[config.mk]
export PLATFORM = sky130hd
export DESIGN_NAME = fnd_scan_decoder
export DESIGN_NICKNAME = d
export VERILOG_FILES = /design/src/rtl/fnd_scan_decoder.sv
export SDC_FILE = /design/constraint.sdc
export NUM_CORES = 1
export LEC_CHECK = 0
export BUFFER_PORTS_ARGS = -buffer_cell sky130_fd_sc_hd__buf_2
export CAP_MARGIN = 10
export CORE_ASPECT_RATIO = 0.5
export CORE_MARGIN = 1.5
export CORE_UTILIZATION = 40
export DETAILED_ROUTE_END_ITERATION = 8
export SYNTH_ARGS = -nofsm -noshare
export SYNTH_HDL_FRONTEND = slang
export SYNTH_SLANG_ARGS = --single-unit
[constraint.sdc]
create_clock -name clk -period 6.4 [get_ports clk]
set_input_delay 0.96 -clock clk [delete_from_list [all_inputs] [get_ports clk]]
set_output_delay 0.96 -clock clk [all_outputs]
set_load 0.05 [all_outputs]
[src/rtl/fnd_scan_decoder.sv]
// Recovers BCD frames from a multiplexed 4-digit 7-segment scan (active-low com and segments).
// A digit is captured SETTLE_CYC+1 edges after its pair reaches the input stage edge; the scan source has no backpressure.
module fnd_scan_decoder #(
    parameter int SETTLE_CYC = 4
) (
    input  logic        clk,
    input  logic        rst,
    input  logic [3:0]  fnd_com,
    input  logic [7:0]  fnd_data,
    output logic [15:0] frame_bcd,
    output logic [3:0]  frame_dp,
    output logic        frame_err,
    output logic        frame_valid,
    output logic        com_err
);

    typedef enum logic [1:0] {
        SETTLE = 2'd0,
        HOLD   = 2'd1,
        BLANK  = 2'd2
    } state_t;

    localparam logic [7:0] CNT_LAST = 8'(SETTLE_CYC - 1);

    state_t          state_q;
    logic [3:0]      com_q;
    logic [3:0]      com_prev_q;
    logic [7:0]      data_q;
    logic [7:0]      data_prev_q;
    logic [7:0]      cnt_q;
    logic [3:0]      seen_q;
    logic [3:0][3:0] buf_bcd_q;
    logic [3:0]      buf_dp_q;
    logic [3:0]      buf_err_q;

    logic            stable;
    logic            com_legal;
    logic [1:0]      dig_idx;
    logic [3:0]      dig_bcd;
    logic            dig_err;
    logic [3:0]      seen_d;
    logic [3:0][3:0] merged_bcd_d;
    logic [3:0]      merged_dp_d;
    logic [3:0]      merged_err_d;

    assign stable = (com_q == com_prev_q) && (data_q == data_prev_q);

    always_comb begin
        com_legal = 1'b1;
        dig_idx   = 2'd0;
        case (com_q)
            4'b1110: dig_idx = 2'd0;
            4'b1101: dig_idx = 2'd1;
            4'b1011: dig_idx = 2'd2;
            4'b0111: dig_idx = 2'd3;
            default: com_legal = 1'b0;
        endcase
    end

    always_comb begin
        dig_bcd = 4'hF;
        dig_err = 1'b0;
        case (data_q[6:0])
            7'h40:   dig_bcd = 4'd0;
            7'h79:   dig_bcd = 4'd1;
            7'h24:   dig_bcd = 4'd2;
            7'h30:   dig_bcd = 4'd3;
            7'h19:   dig_bcd = 4'd4;
            7'h12:   dig_bcd = 4'd5;
            7'h02:   dig_bcd = 4'd6;
            7'h78:   dig_bcd = 4'd7;
            7'h00:   dig_bcd = 4'd8;
            7'h10:   dig_bcd = 4'd9;
            default: dig_err = 1'b1;
        endcase
    end

    // Working buffer with the digit being captured substituted, so the completing digit lands in the frame.
    always_comb begin
        seen_d                = seen_q | (4'b0001 << dig_idx);
        merged_bcd_d          = buf_bcd_q;
        merged_dp_d           = buf_dp_q;
        merged_err_d          = buf_err_q;
        merged_bcd_d[dig_idx] = dig_bcd;
        merged_dp_d[dig_idx]  = ~data_q[7];
        merged_err_d[dig_idx] = dig_err;
    end

    always_ff @(posedge clk or negedge rst) begin
        if (!rst) begin
            state_q     <= SETTLE;
            com_q       <= 4'b1111;
            com_prev_q  <= 4'b1111;
            data_q      <= 8'hFF;
            data_prev_q <= 8'hFF;
            cnt_q       <= 8'd0;
            seen_q      <= 4'd0;
            buf_bcd_q   <= '0;
            buf_dp_q    <= 4'd0;
            buf_err_q   <= 4'd0;
            frame_bcd   <= 16'h0000;
            frame_dp    <= 4'h0;
            frame_err   <= 1'b0;
            frame_valid <= 1'b0;
            com_err     <= 1'b0;
        end else begin
            com_q       <= fnd_com;
            data_q      <= fnd_data;
            com_prev_q  <= com_q;
            data_prev_q <= data_q;
            frame_valid <= 1'b0;
            com_err     <= 1'b0;
            case (state_q)
                SETTLE: begin
                    if (!stable) begin
                        cnt_q <= 8'd0;
                    end else if (cnt_q == CNT_LAST) begin
                        cnt_q <= 8'd0;
                        if (com_legal) begin
                            state_q <= HOLD;
                            if (seen_d == 4'b1111) begin
                                frame_bcd   <= merged_bcd_d;
                                frame_dp    <= merged_dp_d;
                                frame_err   <= |merged_err_d;
                                frame_valid <= 1'b1;
                                seen_q      <= 4'd0;
                                buf_err_q   <= 4'd0;
                            end else begin
                                seen_q    <= seen_d;
                                buf_bcd_q <= merged_bcd_d;
                                buf_dp_q  <= merged_dp_d;
                                buf_err_q <= merged_err_d;
                            end
                        end else if (com_q == 4'b1111) begin
                            state_q <= BLANK;
                        end else begin
                            com_err <= 1'b1;
                            state_q <= HOLD;
                        end
                    end else begin
                        cnt_q <= cnt_q + 8'd1;
                    end
                end
                HOLD, BLANK: begin
                    if (!stable) begin
                        state_q <= SETTLE;
                        cnt_q   <= 8'd0;
                    end
                end
                default: begin
                    state_q <= SETTLE;
                    cnt_q   <= 8'd0;
                end
            endcase
        end
    end

endmodule

# Yosys cells after proc, flatten, opt, wreduce, memory -nomap -nowiden
# Cells that the tools add are included.
# classes
shifts	1
eq_ne	23
add_sub_neg	1
reduce_logical	12
n_mux	33
magnitude_cmp	2
bitwise_logic	3
# ops
op	count
$pmux 4 s10	1
$mux 8	3
$eq 7x5->1 const B	3
$eq 7x7->1 const B	3
$eq 4x4->1 const B	5
$bwmux 16	1
$pmux 8 s2	1
$eq 7x6->1 const B	2
$mux 1	13
$mux 4	3
$mux 2	5
$reduce_and 5->1	2
$reduce_or 10->1	1
$add 8x1->8 const B	1
$bwmux 4	2
$demux 4 s2	1
$eq 8x2->1 const B	1
$eq 8x8->1	1
$reduce_or 4->1	2
$eq 7x2->1 const B	1
$logic_not 7->1	1
$ne 2x2->1 const B	3
$pmux 2 s3	1
$eq 4x3->1 const B	1
other kinds (15)	17
# word_totals
word_cells	93
inputBits	14
regBits	85

# Logic depth before layout (Yosys ltp)
# depth
ltp_word	10
ltp_mapped	10
mapped_depth_nobuf	7

# Least setup slack after synthesis
# No wires, ideal clock.
# synth_path
kind	reg2reg
start	register cnt_q[0]
end	register frame_dp[0]
arrival_time_ns	2.432
setup_time_ns	0.128
path_slack_ns	3.841
t_required_ns	6.272
path_buffers	2
path_stages_with_launch	10
path_cell_list	dfrtp_1 > ha_1 > or4b_4 > nor4_4 > nand2_2 > or4_4 > buf_6 > clkbuf_1 > nand2_1 > o21ai_0
# synth_via
elab_chain_cells	2
# synth_lines
item	line_no	rtl
from (decl)	30	logic [7:0] cnt_q;
from (signal assigned)	141	cnt_q <= cnt_q + 8'd1;
$eq 8x2->1	117	end else if (cnt_q == CNT_LAST) begin
$reduce_and 5->1 (no line)	-	
to (signal assigned)	123	frame_dp <= merged_dp_d;
to (decl)	11	output logic [3:0] frame_dp,
# No other way between the ends.
# A chain may end at the register's enable or synchronous reset.

# Final worst setup path
# layout_path
start	register com_q[1]
end	register frame_dp[3]
# layout_via
elab_chain_cells	7
elab_cells_between_ends	19
# layout_lines
item	line_no	rtl
from (decl)	26	logic [3:0] com_q;
from (signal assigned)	107	com_q <= fnd_com;
$eq 4x3->1 or $eq 4x4->1 (tied branches)	51	case (com_q)
$pmux 2 s3	51	
$lt 2x3->1 (not written as such) or $ge 2x1->1 (tied branches)	85	merged_dp_d[dig_idx] = ~data_q[7];
$logic_and 1x1->1 (not written as such)	85	
$mux 1 (not written as such)	85	
$demux 1 s2	85	
$bwmux 4	85	
# Parallel ways exist; a longest one is shown, timed or not.

==> results list <==
- The initial antenna violation count came to 0.
- The internal portion of the total power is 0.000890 W.
- Yosys warning count: 0
* Yosys reg bits: 85
* Sequential share of power: 0.499
- Net switching power: 0.000243 W
- Of the total power, the clock network draws 0.462.
* Cell Rows: 25
- CP Capture Type: flip-flop
- Number of inserted filler cells in the final layout: 854
- I/O Buffers: 36
- Gate count of the mapped netlist: 352
- I/O Pins: 37
* Area used by multi-input combinational logic: 0.00155 mm^2
- Least-Margin Pin Slew: 1.06 ns
- Average size of a mapped cell: 11.0 um^2
- Max stage delay on crit path: 0.88 ns
* Gates resized, CTS repair: 0
- Status: complete, no violations
- Flop-to-flop setup slack: 3.33 ns
* Initial standard-cell utilization of the core: 0.412
- Critical path cell sequence: xor2_1 > nor4_1 > nand3_1 > or4_4 > mux2_2
- Slowest library cell on the worst path: sky130_fd_sc_hd__or4_4
* Sequential cell area fraction in the yosys report: 0.556
* Clock tree from TritonCTS: yes
* Count of clock tree sinks: 85
* Hold path startpoint: data_q[0]
* Placement Cell Area: 0.00414 mm^2
- At the worst endpoint, the required time is 6.62 ns.
- Area delta synth->final: 14.6%
* Congestion Overflow GR: 0
* Setup repair after global routing missed its margin: no
* Wire length of the first global-routing pass: 13100 um
- Detailed router's first-iteration violation count: 196
* Min-Delay Path Depth: 0
- Worst setup startpoint: com_q[1]
* Design Area, Final: 0.00444 mm^2
* Data arrival time of the worst path: 3.29 ns
- In this run the remaining antenna-violating nets after routing total 0.
- Number of max-slew violations in the final report: 0
* Switching part of the total: 0.214
- Main synth FF type: sky130_fd_sc_hd__dfrtp_1
* Combinational cell fraction of total power: 0.039
* Final Setup Violations: 0
- Layout net count: 395
- For this design the ratio of total power to cell area is 255 mW/mm^2.
* Maximum resistive drop on vdd: 129 uV
* Vias in the first global route: 2602
- The hold violation total from the final report is 0.
- Placeable Area: 0.00942 mm^2
- Post-CTS timing repair inserted 0 buffers for setup.
- Die extent in y: 72.6 um
* End point of the most critical hold path: data_prev_q[0]
- The synthesized design contains 0 enable-type register cells.
* Share of flip-flops with an asynchronous set or reset: 1.00
- CTS built an H-tree with a depth of 3.
* Setup Skew: 0.00463 ns
- The sequential cells in the finished layout cover a total of 0.00216 mm^2.
- Drt pass-1 iters: 4
- Width of the chip: 142 um
* Type of origin of the critical path: flip-flop
- After clock tree synthesis, the clock-pin slew on the worst setup and hold paths is 0.06 ns.
* FF-to-FF End: frame_dp[3]
- Post-synthesis instance area: 0.00388 mm^2
- Synthesis produced a netlist with a net count of 368.
* Static leakage: 2.03 nW
* Worst reg2reg startpoint: com_q[1]
- Timing would allow up to 325 MHz.
- Crit path kind: flip-flop to flip-flop
- The die covers 0.0103 mm^2.
- Clk Tree Root Cell: sky130_fd_sc_hd__clkbuf_16
- Maximum number of pins on one net before global-route repair: 86
* Detail-routed via count per cell: 5.11
* Residual DRC count: 0
- Clk_lat worst skew: 0.34 ns
- The worst path in the final design needs a cycle of 3.07 ns, including I/O delays and setup.
* Distinct cell type count after synthesis: 49
- Routability-driven placement finished with a final weighted congestion of 0.814.
* Maximum fanout along the worst path: 42
- OpenSTA, run right after detailed placement, puts the worst setup slack at 3.35 ns.
- The tool flagged a number of max-cap violations equal to 0.
- CTS hold repair buffers: 0
- The routed layout has 2652 vias.
- Final worst slack: 3.33 ns
* Max_slew headroom: 0.296
* CTS buffer count: 9
- Summed over all layers, the routed wires come to 7950 um.
- Final period util: 0.480
- Once layout is complete, the utilization of the core stands at 0.472.
* Maximum root-to-sink buffer count: 2
* Overall global routing resource usage: 0.168
- After detailed routing, the average wire length per cell comes to 15.3 um.
* Number of antenna repair diodes: 0
- Setup tns final: 0 ns
- HP Class: flip-flop to flip-flop
* HPWL Detailed: 5490 um
- Of the cells placed in the final design, the portion with a size suffix greater than 1 is 0.255.
- Path depth of the worst reg2reg path: 5
==> registers in the layout, indices dropped and copies added (netlist names), 8 cells and up <==
| signal | flops |
|---|---|
| data_prev_q | 8 |
| buf_bcd_q | 16 |
| cnt_q | 8 |
| data_q | 8 |
| frame_bcd | 16 |
==> through the flow <==
step           hold WS (ns)  total power [W]  std cells
2_1_floorplan         0.352         0.000595        352
3_3_place_gp          0.409         0.000617        503
3_5_place_dp          0.415         0.000619        503
4_1_cts               0.425          0.00114        519
5_1_grt               0.436          0.00118        519
6_report              0.423          0.00113        519
==> power by group through the flow <==
stage	logic [W]	clock network, W	registers [W]
after floorplan	0.0000306	0	0.000565
after global placement	0.0000438	0	0.000573
after detailed placement	0.0000447	0	0.000574
after CTS	0.0000450	0.000533	0.000565
after global routing	0.0000502	0.000559	0.000566
final	0.0000443	0.000523	0.000565
==> cell usage after synthesis, drive strengths merged (4+ instances only) <==
cell type	number	area share
nor2	28	0.027
dfrtp	61	0.39
dfstp	24	0.16
nor3	5	0.0065
nand2	26	0.026
a21o	7	0.014
a21oi	10	0.013
buf	8	0.014
clkbuf	14	0.014
inv	17	0.016
nor4	6	0.015
mux2	16	0.046
mux2i	14	0.036
a211oi	8	0.015
xor2	18	0.041
nand4	7	0.011
o21ai	32	0.041
and3	4	0.0065
==> cell families (layout without fill, tap and decap cells) <==
family | after synthesis | after routing | synth area share
simple gates | 104 | 104 | 0.150
flops | 85 | 85 | 0.556
compound gates | 72 | 72 | 0.116
buf+inv | 39 | 71 | 0.0436
mux | 30 | 30 | 0.0826
xor+xnor | 20 | 20 | 0.0452
fa+ha+maj | 2 | 2 | 0.00645
==> layout by cell type (no fill, tap or decap), types with 3 or more instances in the layout <==
| cell | count |
|---|---|
| sky130_fd_sc_hd__or3_1 | 3 |
| sky130_fd_sc_hd__clkbuf_16 | 9 |
| sky130_fd_sc_hd__mux2i_1 | 14 |
| sky130_fd_sc_hd__nor2_1 | 28 |
| sky130_fd_sc_hd__mux2_2 | 16 |
| sky130_fd_sc_hd__buf_4 | 3 |
| sky130_fd_sc_hd__nand2_1 | 25 |
| sky130_fd_sc_hd__xor2_1 | 18 |
| sky130_fd_sc_hd__nand4_1 | 7 |
| sky130_fd_sc_hd__and4_1 | 3 |
| sky130_fd_sc_hd__nor2b_1 | 3 |
| sky130_fd_sc_hd__o22ai_1 | 3 |
| sky130_fd_sc_hd__dfstp_2 | 24 |
| sky130_fd_sc_hd__nand4b_1 | 3 |
| sky130_fd_sc_hd__nor4_1 | 4 |
| sky130_fd_sc_hd__and4b_1 | 3 |
| sky130_fd_sc_hd__nor3_1 | 5 |
| sky130_fd_sc_hd__buf_2 | 35 |
| sky130_fd_sc_hd__a211oi_1 | 8 |
| sky130_fd_sc_hd__o21ai_0 | 32 |
| sky130_fd_sc_hd__a21o_1 | 7 |
| sky130_fd_sc_hd__and3_1 | 4 |
| sky130_fd_sc_hd__dfrtp_1 | 61 |
| sky130_fd_sc_hd__a21oi_1 | 10 |
| sky130_fd_sc_hd__inv_1 | 17 |
==> critical path: cells and delay by family (launching register included) <==
kind,cells,cell delay (ns)
and+or+nand+nor,3,1.81
xor gates and xnor gates,1,0.11
muxes,1,0.35
DFF,1,0.67
==> per-layer routing <==
layer | track usage | vias up | part of all wire
met1 | 0.226 | 1307 | 0.49
met3 | 0.0584 | 9 | 0.046
met4 | 0.0470 | 0 | 0.012
li1 | - | 1296 | -
met5 | 0 | - | 0
met2 | 0.260 | 40 | 0.45
==> worst max-delay path by stage <==
stage / to / slack, ns
after floorplan: frame_dp[0] / 3.84
after global placement: frame_dp[2] / 3.46
after detailed placement: frame_dp[3] / 3.35
after CTS: frame_dp[3] / 3.34
after global routing: frame_bcd[15] / 3.12
final: frame_dp[3] / 3.33
==> final cells by class <==
class                   instances  share of cell area
clock inverters                 4              0.0104
clock buffers                  12              0.0577
flip-flops and latches         85               0.486
inverters                      17              0.0144
repair buffers                 38              0.0445
well taps                     135              0.0380
multi-input cells             228               0.349
No activity file was read; power rests on OpenSTA's default activity.
